<file path="src/rtl/ebpc_stream_arbiter_if.sv">
// Word-stream bundle between the EBPC coders and the encoder output port.
// The slave modport is the arbiter's view; master is the environment's view.
interface ebpc_stream_arbiter_if #(
  parameter int unsigned DATA_W = 8,
  parameter int unsigned CNT_W  = 16
);
  logic [DATA_W-1:0] bpc_data_i;
  logic              bpc_vld_i;
  logic              bpc_rdy_o;
  logic              bpc_idle_i;
  logic [DATA_W-1:0] znz_data_i;
  logic              znz_vld_i;
  logic              znz_rdy_o;
  logic              znz_idle_i;
  logic              flush_i;
  logic [DATA_W-1:0] data_o;
  logic [1:0]        src_o;
  logic              last_o;
  logic              vld_o;
  logic              rdy_i;
  logic [CNT_W-1:0]  bpc_cnt_o;
  logic [CNT_W-1:0]  znz_cnt_o;
  logic              idle_o;

  modport slave (
    input  bpc_data_i, bpc_vld_i, bpc_idle_i,
    input  znz_data_i, znz_vld_i, znz_idle_i,
    input  flush_i, rdy_i,
    output bpc_rdy_o, znz_rdy_o,
    output data_o, src_o, last_o, vld_o,
    output bpc_cnt_o, znz_cnt_o, idle_o
  );

  modport master (
    output bpc_data_i, bpc_vld_i, bpc_idle_i,
    output znz_data_i, znz_vld_i, znz_idle_i,
    output flush_i, rdy_i,
    input  bpc_rdy_o, znz_rdy_o,
    input  data_o, src_o, last_o, vld_o,
    input  bpc_cnt_o, znz_cnt_o, idle_o
  );
endinterface

</file>
<file path="src/rtl/ebpc_stream_arbiter.sv">
// Round-robin, burst-bounded merge of the BPC and ZNZ word streams onto one
// tagged output; flush drains both coders and closes the frame with a trailer.
module ebpc_stream_arbiter #(
  parameter int unsigned DATA_W    = 8,
  parameter int unsigned MAX_BURST = 4,
  parameter int unsigned CNT_W     = 16
) (
  input logic                  clk_i,
  input logic                  rst_ni,
  ebpc_stream_arbiter_if.slave bus
);
  localparam int unsigned BURST_W = $clog2(MAX_BURST + 1);
  localparam logic [BURST_W-1:0] BURST_MAX = BURST_W'(MAX_BURST);
  localparam logic [CNT_W-1:0]   CNT_MAX   = '1;
  localparam logic [1:0] SRC_BPC = 2'b00;
  localparam logic [1:0] SRC_ZNZ = 2'b01;
  localparam logic [1:0] SRC_TRL = 2'b10;

  typedef enum logic [1:0] {ST_RUN, ST_DRAIN, ST_TRAIL} state_e;

  state_e              state_q, state_d;
  logic                flush_pend_q, flush_pend_d;
  logic                ptr_q, ptr_d;          // last served source: 0 BPC, 1 ZNZ
  logic [BURST_W-1:0]  burst_q, burst_d;
  logic                vld_q, vld_d;
  logic [DATA_W-1:0]   data_q, data_d;
  logic [1:0]          src_q, src_d;
  logic                last_q, last_d;
  logic [CNT_W-1:0]    bpc_cnt_q, bpc_cnt_d;
  logic [CNT_W-1:0]    znz_cnt_q, znz_cnt_d;

  logic load_ok, grant_any, grant_znz;
  logic bpc_xfer, znz_xfer, out_xfer, trl_xfer, drain_done;

  assign load_ok    = !vld_q || bus.rdy_i;
  assign out_xfer   = vld_q && bus.rdy_i;
  assign trl_xfer   = out_xfer && last_q;
  assign drain_done = bus.bpc_idle_i && bus.znz_idle_i && !bus.bpc_vld_i &&
                      !bus.znz_vld_i && load_ok;

  // Grant: a running owner keeps the port until its burst is used up.
  always_comb begin
    grant_any = 1'b0;
    grant_znz = 1'b0;
    if (state_q != ST_TRAIL) begin
      if (bus.bpc_vld_i && bus.znz_vld_i) begin
        grant_any = 1'b1;
        if ((burst_q != '0) && (burst_q < BURST_MAX)) grant_znz = ptr_q;
        else                                          grant_znz = !ptr_q;
      end else if (bus.bpc_vld_i) begin
        grant_any = 1'b1;
      end else if (bus.znz_vld_i) begin
        grant_any = 1'b1;
        grant_znz = 1'b1;
      end
    end
  end

  assign bus.bpc_rdy_o = grant_any && !grant_znz && load_ok;
  assign bus.znz_rdy_o = grant_any && grant_znz && load_ok;
  assign bpc_xfer      = bus.bpc_vld_i && bus.bpc_rdy_o;
  assign znz_xfer      = bus.znz_vld_i && bus.znz_rdy_o;

  always_comb begin
    state_d      = state_q;
    flush_pend_d = flush_pend_q;
    ptr_d        = ptr_q;
    burst_d      = '0;
    vld_d        = vld_q;
    data_d       = data_q;
    src_d        = src_q;
    last_d       = last_q;
    bpc_cnt_d    = bpc_cnt_q;
    znz_cnt_d    = znz_cnt_q;

    if (out_xfer) vld_d = 1'b0;

    // Output register: accepted word, else the trailer once in TRAIL.
    if (bpc_xfer || znz_xfer) begin
      vld_d  = 1'b1;
      data_d = znz_xfer ? bus.znz_data_i : bus.bpc_data_i;
      src_d  = znz_xfer ? SRC_ZNZ : SRC_BPC;
      last_d = 1'b0;
    end else if ((state_q == ST_TRAIL) && !vld_q) begin
      vld_d  = 1'b1;
      data_d = '0;
      src_d  = SRC_TRL;
      last_d = 1'b1;
    end

    if (bpc_xfer || znz_xfer) begin
      if (znz_xfer == ptr_q) burst_d = (burst_q == BURST_MAX) ? burst_q : burst_q + BURST_W'(1);
      else                   burst_d = BURST_W'(1);
      ptr_d = znz_xfer;
    end

    if (trl_xfer) begin
      bpc_cnt_d = '0;
      znz_cnt_d = '0;
    end else begin
      if (bpc_xfer && (bpc_cnt_q != CNT_MAX)) bpc_cnt_d = bpc_cnt_q + CNT_W'(1);
      if (znz_xfer && (znz_cnt_q != CNT_MAX)) znz_cnt_d = znz_cnt_q + CNT_W'(1);
    end

    unique case (state_q)
      ST_RUN: begin
        if (bus.flush_i) begin
          state_d      = ST_DRAIN;
          flush_pend_d = 1'b1;
        end
      end
      ST_DRAIN: begin
        if (drain_done) state_d = ST_TRAIL;
      end
      ST_TRAIL: begin
        if (trl_xfer) begin
          state_d      = ST_RUN;
          flush_pend_d = 1'b0;
        end
      end
      default: state_d = ST_RUN;
    endcase
  end

  always_ff @(posedge clk_i or negedge rst_ni) begin
    if (!rst_ni) begin
      state_q      <= ST_RUN;
      flush_pend_q <= 1'b0;
      ptr_q        <= 1'b1;
      burst_q      <= '0;
      vld_q        <= 1'b0;
      data_q       <= '0;
      src_q        <= SRC_BPC;
      last_q       <= 1'b0;
      bpc_cnt_q    <= '0;
      znz_cnt_q    <= '0;
    end else begin
      state_q      <= state_d;
      flush_pend_q <= flush_pend_d;
      ptr_q        <= ptr_d;
      burst_q      <= burst_d;
      vld_q        <= vld_d;
      data_q       <= data_d;
      src_q        <= src_d;
      last_q       <= last_d;
      bpc_cnt_q    <= bpc_cnt_d;
      znz_cnt_q    <= znz_cnt_d;
    end
  end

  assign bus.vld_o     = vld_q;
  assign bus.data_o    = data_q;
  assign bus.src_o     = src_q;
  assign bus.last_o    = last_q;
  assign bus.bpc_cnt_o = bpc_cnt_q;
  assign bus.znz_cnt_o = znz_cnt_q;
  assign bus.idle_o    = (state_q == ST_RUN) && !vld_q && !flush_pend_q &&
                         bus.bpc_idle_i && bus.znz_idle_i &&
                         !bus.bpc_vld_i && !bus.znz_vld_i;
endmodule

</file>
<file path="src/flat_wrapper.sv">
// flat-port wrapper written by rule: the top's interface ports become plain ports
module ebpc_stream_arbiter_flat 
#(
  parameter int unsigned DATA_W    = 8,
  parameter int unsigned MAX_BURST = 4,
  parameter int unsigned CNT_W     = 16
)
  (clk_i, rst_ni, bus_bpc_data_i, bus_bpc_vld_i, bus_bpc_idle_i, bus_znz_data_i, bus_znz_vld_i, bus_znz_idle_i, bus_flush_i, bus_rdy_i, bus_bpc_rdy_o, bus_znz_rdy_o, bus_data_o, bus_src_o, bus_last_o, bus_vld_o, bus_bpc_cnt_o, bus_znz_cnt_o, bus_idle_o);
  ebpc_stream_arbiter_if #(.DATA_W(DATA_W), .CNT_W(CNT_W)) bus_i ();
  input logic clk_i;
  input logic rst_ni;
  input wire logic [$bits(bus_i.bpc_data_i)-1:0] bus_bpc_data_i;
  input wire logic [$bits(bus_i.bpc_vld_i)-1:0] bus_bpc_vld_i;
  input wire logic [$bits(bus_i.bpc_idle_i)-1:0] bus_bpc_idle_i;
  input wire logic [$bits(bus_i.znz_data_i)-1:0] bus_znz_data_i;
  input wire logic [$bits(bus_i.znz_vld_i)-1:0] bus_znz_vld_i;
  input wire logic [$bits(bus_i.znz_idle_i)-1:0] bus_znz_idle_i;
  input wire logic [$bits(bus_i.flush_i)-1:0] bus_flush_i;
  input wire logic [$bits(bus_i.rdy_i)-1:0] bus_rdy_i;
  output wire logic [$bits(bus_i.bpc_rdy_o)-1:0] bus_bpc_rdy_o;
  output wire logic [$bits(bus_i.znz_rdy_o)-1:0] bus_znz_rdy_o;
  output wire logic [$bits(bus_i.data_o)-1:0] bus_data_o;
  output wire logic [$bits(bus_i.src_o)-1:0] bus_src_o;
  output wire logic [$bits(bus_i.last_o)-1:0] bus_last_o;
  output wire logic [$bits(bus_i.vld_o)-1:0] bus_vld_o;
  output wire logic [$bits(bus_i.bpc_cnt_o)-1:0] bus_bpc_cnt_o;
  output wire logic [$bits(bus_i.znz_cnt_o)-1:0] bus_znz_cnt_o;
  output wire logic [$bits(bus_i.idle_o)-1:0] bus_idle_o;
  assign bus_i.bpc_data_i = bus_bpc_data_i;
  assign bus_i.bpc_vld_i = bus_bpc_vld_i;
  assign bus_i.bpc_idle_i = bus_bpc_idle_i;
  assign bus_i.znz_data_i = bus_znz_data_i;
  assign bus_i.znz_vld_i = bus_znz_vld_i;
  assign bus_i.znz_idle_i = bus_znz_idle_i;
  assign bus_i.flush_i = bus_flush_i;
  assign bus_i.rdy_i = bus_rdy_i;
  assign bus_bpc_rdy_o = bus_i.bpc_rdy_o;
  assign bus_znz_rdy_o = bus_i.znz_rdy_o;
  assign bus_data_o = bus_i.data_o;
  assign bus_src_o = bus_i.src_o;
  assign bus_last_o = bus_i.last_o;
  assign bus_vld_o = bus_i.vld_o;
  assign bus_bpc_cnt_o = bus_i.bpc_cnt_o;
  assign bus_znz_cnt_o = bus_i.znz_cnt_o;
  assign bus_idle_o = bus_i.idle_o;
  ebpc_stream_arbiter #(.DATA_W(DATA_W), .MAX_BURST(MAX_BURST), .CNT_W(CNT_W)) u_core (.clk_i(clk_i), .rst_ni(rst_ni), .bus(bus_i));
endmodule
</file>
<file path="config.mk">
export PLATFORM = sky130hd
export DESIGN_NAME = ebpc_stream_arbiter_flat
export DESIGN_NICKNAME = d
export VERILOG_FILES = /design/src/rtl/ebpc_stream_arbiter_if.sv /design/src/rtl/ebpc_stream_arbiter.sv /design/src/flat_wrapper.sv
export SDC_FILE = /design/constraint.sdc
export NUM_CORES = 1
export LEC_CHECK = 0
export ABC_CLOCK_PERIOD_IN_PS = 3320
export BUFFER_PORTS_ARGS = -buffer_cell sky130_fd_sc_hd__buf_4
export CAP_MARGIN = 10
export CORE_ASPECT_RATIO = 0.75
export CORE_MARGIN = 1.5
export CORE_UTILIZATION = 35
export CTS_BUF_LIST = sky130_fd_sc_hd__clkbuf_8 sky130_fd_sc_hd__clkbuf_16
export CTS_CLUSTER_DIAMETER = 200
export DETAILED_ROUTE_END_ITERATION = 10
export GPL_TIMING_DRIVEN = 0
export SYNTH_ARGS = -nofsm -noshare
export SYNTH_HDL_FRONTEND = slang
export SYNTH_SLANG_ARGS = --single-unit
</file>
<file path="constraint.sdc">
create_clock -name clk_i -period 3.32 [get_ports clk_i]
set_input_delay 0.664 -clock clk_i [delete_from_list [all_inputs] [get_ports clk_i]]
set_output_delay 0.664 -clock clk_i [all_outputs]
set_load 0.01 [all_outputs]
</file>
Yosys cells after proc, flatten, opt, wreduce, memory -nomap -nowiden:

Cells that the tools add are included.

* register bits: 51
* latch bits: 0
* bits in writable memories: 0
* memory bits (read-only): 0
* logic and storage cells: 98
* memories: 0

* add/subtract/negate cells: 3
* multiply operators: 0
* divide/modulo/power cells: 0
* magnitude comparators: 1
* eq/ne operators: 11
* shift-type cells: 0
* mux-type cells: 33
* bitwise operators: 0
* reduce and logical (&&, ||, !) cells: 40

Operators by type and width (count)
* $mux 16: 4
* $add 16x1->16 const B: 2
* $ne 16x16->1 const B: 2
* $mux 8: 3
* $logic_and 1x1->1: 23
* $mux 1: 16
* $mux 2: 5
* $mux 3: 3
* $reduce_bool 2->1: 4
* $logic_not 1->1: 6
* $pmux 2 s3: 1
* $reduce_and 3->1: 2
* $reduce_bool 3->1: 2
* $ne 2x1->1 const B: 2
* $ne 2x2->1 const B: 2
* $add 3x1->3 const B: 1
* $eq 3x3->1 const B: 1
* $lt 3x3->1 const B: 1
* $ne 3x3->1 const B: 1
* $eq 2x1->1 const B: 1
* $eq 2x2->1 const B: 1
* $logic_not 2->1: 1
* $logic_or 1x1->1: 2
* $pmux 1 s2: 1
* $eq 1x1->1: 1

Depth between registers and ports, before layout:

Gate-level depths: netlist of the first run.

* depth in word-level cells: 12
* mapped depth: 8
* depth with buffers taken out: 7

Worst setup path before layout of the first run:

OpenSTA, ideal clock, no wires.

* path type: reg-to-output
* from: register u_core.burst_q[0]
* to: output port bus_bpc_rdy_o
* arrival time: 1.722 ns
* data required time: 2.656 ns
* path slack: 0.934 ns
* cell stages (with the launch flop): 7
* path buffers: 1
* path through: dfrtp_1 inv_1 ha_1 or3_4 and3_4 buf_6 nor2_1

* word-level cells in the longest chain between the ends: 8
* elaborated cells on any way between the ends: 9

RTL lines
* start, declared: RTL line ebpc_stream_arbiter.sv:24 `logic [BURST_W-1:0] burst_q, burst_d;`
* start signal, assigned: RTL line ebpc_stream_arbiter.sv:141 `burst_q <= burst_d;`
* $lt 3x3->1 or $reduce_bool 3->1 (tied branches): RTL line ebpc_stream_arbiter.sv:48 `if ((burst_q != '0) && (burst_q < BURST_MAX)) grant_znz = ptr_q;`
* $logic_and 1x1->1 (*): RTL line ebpc_stream_arbiter.sv:48
* $mux 1 (*): RTL line ebpc_stream_arbiter.sv:48
* $mux 1 (*): RTL line ebpc_stream_arbiter.sv:46 `if (bus.bpc_vld_i && bus.znz_vld_i) begin`
* $mux 1 (*): RTL line ebpc_stream_arbiter.sv:45 `if (state_q != ST_TRAIL) begin`
* $logic_not 1->1 (*): RTL line ebpc_stream_arbiter.sv:59 `assign bus.bpc_rdy_o = grant_any && !grant_znz && load_ok;`
* $logic_and 1x1->1 (*) (2 in a row): RTL line ebpc_stream_arbiter.sv:59
* end, declared: RTL line flat_wrapper.sv:20 `output wire logic [$bits(bus_i.bpc_rdy_o)-1:0] bus_bpc_rdy_o;`

Mark *: on every way between the ends. The rest lies on a longest branch, timed or not.

Worst setup path in the final report of the first run:

Same ends and word-level chain as after synthesis.

==> run_results.csv, run 1 <==
group,metric,value,unit
synthesis,yosysUniqueCellTypes,50,
route,antenna_violating_nets_post_route,0,
setup_path,crit-reg2reg-launch,"u_core.burst_q[0]",
outcome,run_status,"finished clean",
route,num_vias,2485,
sta,finalHoldViolations,0,
sta,setup_viol,0,
setup_path,timing.critical_path.max_delay_family,"simple AND/OR/NAND/NOR gates",
synthesis,synth_seq_cells,50,
cells_and_area,p_r_area_growth_vs_syn,28.8,%
setup_path,cp.arrival,2.32,ns
synthesis,synth_cells,278,
sta,setup-tns-final,0,ns
sta,timing_worst_slew_pin_value,0.750,ns
floorplan,die_area,0.00812,mm2
sta,grt_setup_unrepaired,"no",
setup_path,timing.critical_path.buf_inv,3,
setup_path,required_time_at_the_worst_slack_endpoint,2.66,ns
sta,final_period_minus_worst_setup_slack,2.99,ns
sta,hold-worst-slack,0.364,ns
sta,final_count_of_pins_violating_max_slew,0,
cells_and_area,share_of_layout_cells_above_drive_strength_1,26.7,%
floorplan,die_y,78.4,um
synthesis,synth-main-ff-cell,"sky130_fd_sc_hd__dfrtp_1",
synthesis,synth_area_leaders,"sky130_fd_sc_hd__dfrtp_1 (46%), sky130_fd_sc_hd__a21oi_1 (3.4%), sky130_fd_sc_hd__nand2_1 (3.1%), sky130_fd_sc_hd__a222oi_1 (3.0%), sky130_fd_sc_hd__nor2_1 (3.0%)",
setup_path,setup.reg_to_reg.worst_slack,0.83,ns
setup_path,setup.worst_path.start_class,"flip-flop",
floorplan,core_area,0.00733,mm2
sta,maxSlewHeadroom,49.4,%
cts,clockBufferDepth,2,
synthesis,ys_warn_count,0,
cells_and_area,final_core_utilization,46.6,%
grt,grt_antenna_before_repair,0,
route,drt-total-wl,7120,um
setup_path,max_stage_delay,0.41,ns
power_and_ir_drop,switching_power,0.649,mW
power_and_ir_drop,seq_power_share,44.1,%
power_and_ir_drop,vdd_ir_drop_max,233,uV
synthesis,synth.net_count,306,
synthesis,async_flop_share,100,%
setup_path,worst_r2r_endpoint,"u_core.bus.znz_cnt_o[12]",
cts,tritoncts.num_buffers,5,
power_and_ir_drop,p_leak,1.57,nW
floorplan,boundaryPins,71,
power_and_ir_drop,cellInternalPower,1.24,mW
floorplan,initial_core_util,36.2,%
setup_path,worst-r2r-cell-count,8,
grt,global_route_wire_length_before_repair,11700,um
cells_and_area,num_antenna_cells,0,
cts,cts_htree_levels,2,
cts,root_buffer,"sky130_fd_sc_hd__clkbuf_8",
power_and_ir_drop,combinational_share_of_power,32.7,%
floorplan,die_x,104,um
setup_path,critPathMaxFanout,10,
synthesis,synthesis.area_per_instance,9.55,um2
cts,worst_path_clk_slew,0.10,ns
sta,max_clock_freq,335,MHz
synthesis,mappedNetlistArea,0.00265,mm2
setup_path,crit_path_cell_trace,"inv_1 > ha_1 > or3_4 > and3_4 > buf_6 > nor2_2 > buf_4",
sta,clock-skew-final,0.00542,ns
placed_design,detailedPlacementHpwl,5030,um
route,drc_viols,0,
power_and_ir_drop,clock_power_share,23.2,%
route,routed_wire_length_per_instance,15.6,um
grt,grt_start_max_net_pins,51,
power_and_ir_drop,power-per-cell-area,553,mW/mm2
power_and_ir_drop,p_sw_share,34.3,%
cells_and_area,finish.net_count,383,
route,drt_iter0_drc,126,
cts,clk_lat_worst_skew,0.31,ns
synthesis,seq_area_frac_synth,47.2,%
setup_path,timing.setup.critical_path_class,"flip-flop to output port",
route,drt-vias-per-instance,5.44,
setup_path,critical_path.slowest_cell,"sky130_fd_sc_hd__nor2_2",
placed_design,port_buffers,70,
cts,post_cts.repair.setup_buffers,0,
floorplan,std_cell_rows,27,
route,drt-pass1-iter-count,4,
placed_design,finalWeightedCongestion,0.824,
grt,globalRoute.totalOverflow,0,
flow_run,drv_cap,0,
grt,vias_in_the_first_global_route,2385,
synthesis,synth-edff-count,0,
cts,tritoncts_clock_tree,"done",
synthesis,yosys.area.top_type,"sky130_fd_sc_hd__dfrtp_1",
setup_path,critical_path.endpoint_type,"output port",
sta,fin_crit_sh,90.0,%
synthesis,proportion_of_netlist_area_held_by_the_largest_area_contributor,46.2,%
grt,global_route.usage.total,17.7,%
min_path,min-delay-path-class,"primary input to asynchronous set/reset pin",
cts,clkSinkCount,50,
state kept, by name (all words and copies together), names as in the netlist:
name	cells
u_core.bus.bpc_cnt_o	16
u_core.bus.vld_o	1
u_core.bus.znz_cnt_o	16
u_core.state_q	2
u_core.flush_pend_q	1
u_core.bus.last_o	1
u_core.burst_q	3
u_core.bus.src_o	1
u_core.ptr_q	1
u_core.bus.data_o	8
synthesized netlist by cell type, drive strengths merged (7+ instances only):
| cell | instances |
|---|---|
| nor4 | 7 |
| clkbuf | 8 |
| or4 | 8 |
| dfrtp | 49 |
| nand2 | 22 |
| a21oi | 18 |
| xnor2 | 8 |
| nand3 | 13 |
| o31ai | 7 |
| or3 | 8 |
| inv | 13 |
| nor2 | 21 |
| o21ai | 12 |
| a222oi | 8 |
| and3 | 9 |
| nand4 | 9 |
cells by family after synthesis:
group / Yosys count / share of synthesized area [%]
simple gates: 119 / 25.0
flops: 50 / 47.2
mux: 3 / 1.13
xor+xnor: 9 / 2.97
fa+ha+maj: 4 / 1.89
buf+inv: 26 / 4.34
compound gates: 67 / 17.4
final cells by class:
type	instances	area, um2
fillers	724	3910
multi-input cells	202	1290
flip-flops and latches	50	1250
repair buffers	70	526
well taps	101	126
clock buffers	5	68.8
plain buffers	13	66.3
inverters	13	48.8
clock inverters	3	40.0
through the flow:
stage                     area (um2)  cells  total power, mW  setup WS [ns]
after floorplan                 2650    278             1.18          0.934
after global placement          3310    449             1.43          0.425
after detailed placement        3310    449             1.45          0.411
after CTS                       3410    457             1.90         0.0650
after global routing            3420    457             2.00          0.159
final                           3420    457             1.89          0.333
cells in the final DEF (no fill, tap or decap), drive strengths merged, types with 2 or more instances in the layout:
| master | instances |
|---|---|
| and4 | 6 |
| a222oi | 8 |
| ha | 4 |
| buf | 75 |
| o31ai | 7 |
| o21a | 2 |
| nor3 | 5 |
| inv | 13 |
| o211ai | 3 |
| o21ai | 12 |
| nand2b | 4 |
| and3 | 9 |
| o211a | 2 |
| nor4 | 7 |
| or4 | 8 |
| nand4 | 9 |
| or3 | 8 |
| nand3b | 2 |
| o41ai | 2 |
| a31o | 3 |
| dfrtp | 49 |
| o22ai | 2 |
| clkbuf | 13 |
| xnor2 | 8 |
| clkinv | 2 |
| a21oi | 18 |
| nand2 | 22 |
| nand3 | 13 |
| mux2i | 3 |
| nor2 | 21 |
worst max path at each step:
stage	slack (ns)	depth (start not counted)	endpoint	start
floorplan	0.93	6	bus_bpc_rdy_o	u_core.burst_q[0]
global placement	0.43	6	bus_bpc_rdy_o	bus_rdy_i
detailed placement	0.41	6	bus_bpc_rdy_o	bus_rdy_i
CTS	0.07	7	bus_bpc_rdy_o	u_core.burst_q[0]
global route	0.16	7	bus_znz_rdy_o	u_core.burst_q[0]
finish	0.33	7	bus_bpc_rdy_o	u_core.burst_q[0]
power groups by stage:
stage	Clock [mW]	Combinational (mW)	Sequential [mW]
after floorplan	0	0.321	0.857
after global placement	0	0.598	0.836
after detailed placement	0	0.616	0.839
after CTS	0.446	0.623	0.831
after global routing	0.467	0.683	0.852
final	0.438	0.617	0.834
layer usage:
layer	share of wire, %	track usage (%)
met1	50	24.8
met2	45	28.5
met3	5.7	4.15
met4	0	2.78
met5	0	0
repair_timing:
item / CTS / global route
hold buffers: 0 / 0
resized for setup: 0 / 1
setup endpoints to repair: 0 / 1
Power figures use the tool's default switching activity.
==> inputs of run 2 (changes only) <==
- ABC_CLOCK_PERIOD_IN_PS: 3320 -> 3650
- clock period: 3.32 -> 3.65 ns (I/O delays scaled with it)
==> run_results.csv, run 2 (synthesis results as in run 1) <==
group,metric,value,unit
outcome,run_status,"finished clean",
route,drt-pass1-iter-count,5,
sta,finalHoldViolations,0,
floorplan,die_y,78.4,um
route,num_vias,2486,
cts,post_cts.repair.setup_buffers,0,
cells_and_area,fillCellCount,721,
grt,grt_util_met2,28.5,%
sta,setup-tns-final,0,ns
floorplan,die_area,0.00812,mm2
placed_design,detailed_place.area,0.00331,mm2
power_and_ir_drop,p_leak,1.57,nW
grt,vias_in_the_first_global_route,2385,
power_and_ir_drop,combinational_share_of_power,32.7,%
power_and_ir_drop,cellInternalPower,1.13,mW
cells_and_area,final_core_utilization,46.6,%
grt,global_route.peak_usage_layer,"met2",
cts,cts_htree_levels,2,
power_and_ir_drop,clock_power_share,23.1,%
cts,worst_path_clk_slew,0.10,ns
route,drt-total-wl,7060,um
power_and_ir_drop,seq_power_share,44.2,%
placed_design,port_buffers,70,
cells_and_area,layout.cells.most_common,"sky130_fd_sc_hd__buf_4",
floorplan,std_cell_rows,27,
floorplan,core_area,0.00733,mm2
floorplan,die_x,104,um
cts,number_of_resized_instances_in_the_post_cts_repair_step,0,
route,drt_iter0_drc,120,
sta,setup_viol,0,
placed_design,placement_stage_worst_setup_slack,0.609,ns
sta,maxSlewHeadroom,47.2,%
sta,fin_crit_sh,89.9,%
floorplan,boundaryPins,71,
sta,finalWorstSetupSlack,0.368,ns
grt,global_route_wire_length_before_repair,11700,um
power_and_ir_drop,vdd_ir_drop_max,212,uV
placed_design,finalWeightedCongestion,0.824,
setup_path,setup.reg_to_reg.worst_slack,1.15,ns
cells_and_area,p_r_area_growth_vs_syn,28.7,%
grt,groute.layer.met1.usage,24.8,%
sta,grt_setup_unrepaired,"no",
grt,grt_antenna_before_repair,0,
cts,clk_lat_worst_skew,0.31,ns
cts,tritoncts_clock_tree,"done",
grt,globalRoute.totalOverflow,0,
setup_path,max_stage_delay,0.61,ns
power_and_ir_drop,p_sw_share,34.2,%
grt,global_route.usage.total,17.7,%
route,antenna_violating_nets_post_route,0,
power_and_ir_drop,power-per-cell-area,502,mW/mm2
setup_path,critPathMaxFanout,10,
sta,clock-skew-final,0.00781,ns
sta,max_clock_freq,305,MHz
power_and_ir_drop,switching_power,0.586,mW
floorplan,initial_core_util,36.2,%
cells_and_area,seq_area,0.00125,mm2
sta,timing_worst_slew_pin_value,0.789,ns
cts,postCtsHoldBufs,0,
cells_and_area,post-route-cell-area,0.00341,mm2
cells_and_area,multiInputGateArea,0.00129,mm2
grt,global_route.usage.met3,4.15,%
cts,root_buffer,"sky130_fd_sc_hd__clkbuf_8",
cells_and_area,finish.net_count,383,
cts,tritoncts.num_buffers,5,
setup_path,timing.setup.critical_path_class,"flip-flop to output port",
route,drc_viols,0,
setup_path,critical_path.endpoint_type,"output port",
min_path,min-delay-path-class,"primary input to asynchronous set/reset pin",
setup_path,crit_path_cell_trace,"inv_1 > ha_1 > or3_4 > and3_4 > buf_6 > nor2_1 > buf_4",
cells_and_area,num_antenna_cells,0,
cells_and_area,share_of_layout_cells_above_drive_strength_1,26.4,%
cts,clkSinkCount,50,
cts,clockBufferDepth,2,
cells_and_area,final_cell_count_no_fill,457,
setup_path,required_time_at_the_worst_slack_endpoint,2.92,ns
setup_path,cp.arrival,2.55,ns
setup_path,setup.worst_path.start_class,"flip-flop",
placed_design,detailedPlacementHpwl,5030,um
route,routed_wire_length_per_instance,15.4,um
flow_run,drv_cap,0,
setup_path,critical_path.slowest_cell,"sky130_fd_sc_hd__nor2_1",
cells_and_area,commonest_cells_after_routing_fill_and_taps_aside,"sky130_fd_sc_hd__buf_4 (72), sky130_fd_sc_hd__dfrtp_1 (49), sky130_fd_sc_hd__nand2_1 (22)",
sta,final_period_minus_worst_setup_slack,3.28,ns
route,drt-vias-per-instance,5.44,
grt,grt_start_max_net_pins,51,
sta,final_count_of_pins_violating_max_slew,0,
placed_design,placed_cells,449,
==> run 2: cell counts in the layout (fill, tap and decap cells not counted) <==
No cell type changed its count.
==> run 2: power groups by stage <==
stage          Clock, mW  Sequential [mW]  Combinational, mW
2_1_floorplan          0            0.780              0.292
3_3_place_gp           0            0.760              0.544
3_5_place_dp           0            0.763              0.560
4_1_cts            0.406            0.756              0.566
5_1_grt            0.425            0.775              0.619
6_report           0.396            0.757              0.560
==> run 2: layout make-up <==
type,instances,share of cell area (%)
Multi-Input combinational cell,202,37.7
Sequential cell,50,36.7
Buffer,13,1.94
Inverter,13,1.43
Timing Repair Buffer,70,15.4
Clock inverter,3,1.17
Clock buffer,5,2.02
Tap cell,101,3.70
==> run 2: through the flow <==
step           hold slack, ns  total power, mW
6_report                0.421             1.71
5_1_grt                 0.494             1.82
4_1_cts                 0.467             1.73
3_5_place_dp            0.477             1.32
3_3_place_gp            0.462             1.30
2_1_floorplan           0.434             1.07
==> run 2: worst max-delay path: cells and delay by family (launching register included) <==
family	cells	cell delay [ns]
simple gates	3	1.19
buf+inv	3	0.44
flops	1	0.37
fa+ha+maj	1	0.24
==> run 2: metal layers <==
metal / vias up / wire length [um]
met2: 81 / 3110
met4: 0 / 31
li1: 1201 / -
met5: - / 0
met1: 1199 / 3500
met3: 5 / 418
==> run 2: worst paths after layout <==
check / to / startpoint / cells past startpoint
setup / recovery: bus_bpc_rdy_o / u_core.burst_q[0] / 7
hold / removal: u_core.bus.bpc_cnt_o[13] / rst_ni / 1
setup reg to reg: u_core.bus.znz_cnt_o[12] / u_core.burst_q[0] / 8
hold reg to reg: u_core.bus.src_o[0] / u_core.bus.src_o[0] / 1
max in group asynchronous: u_core.bus.znz_cnt_o[10] / rst_ni / 1
min in group clk_i: u_core.bus.src_o[0] / u_core.bus.src_o[0] / 1
==> inputs of run 3 (changes only) <==
- ABC_CLOCK_PERIOD_IN_PS: 3650 -> 3270
- CORE_MARGIN: 1.5 -> 3
- clock period: 3.65 -> 3.27 ns (I/O delays scaled with it)
==> run_results.csv, run 3 (synthesis results as in run 1) <==
group,metric,value,unit
cts,worst_path_clk_slew,0.09,ns
floorplan,boundaryPins,71,
placed_design,port_buffers,70,
grt,vias_in_the_first_global_route,2329,
route,num_vias,2479,
setup_path,timing.setup.critical_path_class,"flip-flop to output port",
cells_and_area,final_core_utilization,47.9,%
cells_and_area,finish.net_count,383,
cts,root_buffer,"sky130_fd_sc_hd__clkbuf_8",
grt,global_route.peak_usage_layer,"met2",
grt,global_route_wire_length_before_repair,11500,um
setup_path,crit-reg2reg-launch,"u_core.burst_q[0]",
cts,clkSinkCount,50,
sta,final_period_minus_worst_setup_slack,3.01,ns
grt,grt_antenna_before_repair,0,
setup_path,timing.critical_path.max_delay_family,"buffers and inverters",
sta,max_clock_freq,332,MHz
sta,fin_crit_sh,92.0,%
cts,clockBufferDepth,2,
floorplan,std_cell_rows,26,
sta,setup_viol,0,
setup_path,setup.reg_to_reg.worst_slack,0.69,ns
grt,global_route.usage.total,16.6,%
cells_and_area,p_r_area_growth_vs_syn,28.0,%
floorplan,die_x,107,um
cts,clk_lat_worst_skew,0.30,ns
power_and_ir_drop,power-per-cell-area,539,mW/mm2
sta,clock-skew-final,0.00727,ns
floorplan,die_y,81.4,um
floorplan,initial_core_util,37.4,%
route,drt-vias-per-instance,5.46,
setup_path,cp_endpoint,"bus_znz_rdy_o",
setup_path,cp.depth,7,
cts,cts_htree_levels,2,
floorplan,die_area,0.00867,mm2
sta,timing_worst_slew_pin_value,0.777,ns
grt,grt_util_met2,25.5,%
setup_path,setup.worst_path.start_class,"flip-flop",
cells_and_area,commonest_cells_after_routing_fill_and_taps_aside,"sky130_fd_sc_hd__buf_4 (72), sky130_fd_sc_hd__dfrtp_1 (49), sky130_fd_sc_hd__nand2_1 (22)",
cells_and_area,share_of_layout_cells_above_drive_strength_1,26.4,%
outcome,run_status,"finished clean",
power_and_ir_drop,p_leak,1.57,nW
flow_run,drv_cap,0,
route,routed_wire_length_per_instance,15.5,um
grt,grt_start_max_net_pins,51,
floorplan,core_area,0.00709,mm2
cts,tritoncts_clock_tree,"done",
placed_design,finalWeightedCongestion,0.781,
setup_path,timing.critical_path.buf_inv,3,
cells_and_area,num_antenna_cells,0,
route,drt_iter0_drc,115,
setup_path,cp.arrival,2.36,ns
sta,finalHoldViolations,0,
power_and_ir_drop,vdd_ir_drop_max,229,uV
cts,postCtsHoldBufs,0,
cells_and_area,fillCellCount,720,
sta,grt_setup_unrepaired,"no",
placed_design,detailedPlacementHpwl,5200,um
placed_design,placed_cells,446,
cts,tritoncts.num_buffers,5,
route,antenna_violating_nets_post_route,0,
route,drt-pass1-iter-count,5,
sta,maxSlewHeadroom,47.5,%
grt,globalRoute.totalOverflow,0,
sta,setup-tns-final,0,ns
sta,final_count_of_pins_violating_max_slew,0,
cells_and_area,final_cell_count_no_fill,454,
setup_path,critical_path.endpoint_type,"output port",
grt,global_route.usage.met3,3.46,%
setup_path,worst-r2r-cell-count,8,
setup_path,worst_r2r_endpoint,"u_core.bus.znz_cnt_o[12]",
cts,post_cts.repair.setup_buffers,0,
setup_path,required_time_at_the_worst_slack_endpoint,2.62,ns
min_path,min-delay-path-class,"primary input to asynchronous set/reset pin",
route,drt-total-wl,7030,um
setup_path,critical_path.startpoint,"u_core.burst_q[0]",
setup_path,max_stage_delay,0.41,ns
cells_and_area,layout.cells.most_common,"sky130_fd_sc_hd__buf_4",
setup_path,critPathMaxFanout,10,
grt,groute.layer.met1.usage,24.2,%
setup_path,critical_path.slowest_cell,"sky130_fd_sc_hd__clkbuf_1",
route,drc_viols,0,
setup_path,crit_path_cell_trace,"inv_1 > ha_1 > o21ai_1 > a21boi_1 > nor2_1 > clkbuf_1 > buf_4",
## run 3: cell count changes in the layout (fill, tap and decap cells not counted), sizes merged
cell	previous run	this run
bufinv	1	0
clkbuf	13	14
clkinv	2	1
inv	13	14
## run 3: worst min-delay path by stage
stage,to,startpoint,cells past startpoint
after floorplan,u_core.burst_q[0],rst_ni,0
after global placement,u_core.bus.src_o[0],u_core.bus.src_o[0],1
after detailed placement,u_core.bus.src_o[0],u_core.bus.src_o[0],1
after CTS,u_core.bus.bpc_cnt_o[0],rst_ni,1
after global routing,u_core.bus.bpc_cnt_o[9],rst_ni,1
final,u_core.bus.bpc_cnt_o[0],rst_ni,1
## run 3: routing by layer
metal | wire (um) | vias up
met2 | 3150 | 50
met4 | 47 | 0
met5 | 0 | -
met1 | 3560 | 1217
met3 | 273 | 5
li1 | - | 1207
## run 3: worst register-to-register path, stage by stage, from the launching register on
cell and delay (ns):
sky130_fd_sc_hd__dfrtp_1 0.37, sky130_fd_sc_hd__inv_1 0.07, sky130_fd_sc_hd__ha_1 0.24, sky130_fd_sc_hd__o21ai_1 0.32
sky130_fd_sc_hd__a21boi_1 0.17, sky130_fd_sc_hd__or4_1 0.56, sky130_fd_sc_hd__buf_2 0.18, sky130_fd_sc_hd__or4_1 0.46
sky130_fd_sc_hd__a21oi_1 0.15
## run 3: through the flow
step | worst slack, ns | power [mW] | hold slack, ns | cell area (um2)
global route | 0.154 | 1.96 | 0.426 | 3400
finish | 0.260 | 1.83 | 0.370 | 3400
detailed placement | 0.458 | 1.48 | 0.477 | 3300
CTS | 0.111 | 1.85 | 0.395 | 3390
floorplan | 0.894 | 1.20 | 0.358 | 2650
global placement | 0.489 | 1.46 | 0.464 | 3300
## run 3: report_power, final
part	internal (mW)	leakage, nW	switching (mW)	total [mW]
sequential	0.727	0.649	0.112	0.839
clock	0.168	0.0524	0.200	0.368
combinational	0.305	0.864	0.320	0.625
total	1.20	1.57	0.631	1.83
## run 3: repair_timing
| item | in CTS | in global routing |
|---|---|---|
| endpoints found under the hold margin | 0 | 0 |
| gates resized for setup | 0 | 1 |
| endpoints found under the setup margin | 0 | 1 |
## run 3: layout make-up
cell class	instances	area [um2]	area share, %
Clock inverter	2	8.76	0.258
Multi-Input combinational cell	202	1290	38.0
Buffer	13	66.3	1.95
Inverter	13	48.8	1.44
Sequential cell	50	1250	36.9
Timing Repair Buffer	70	526	15.5
Clock buffer	6	82.6	2.43
Tap cell	98	123	3.61
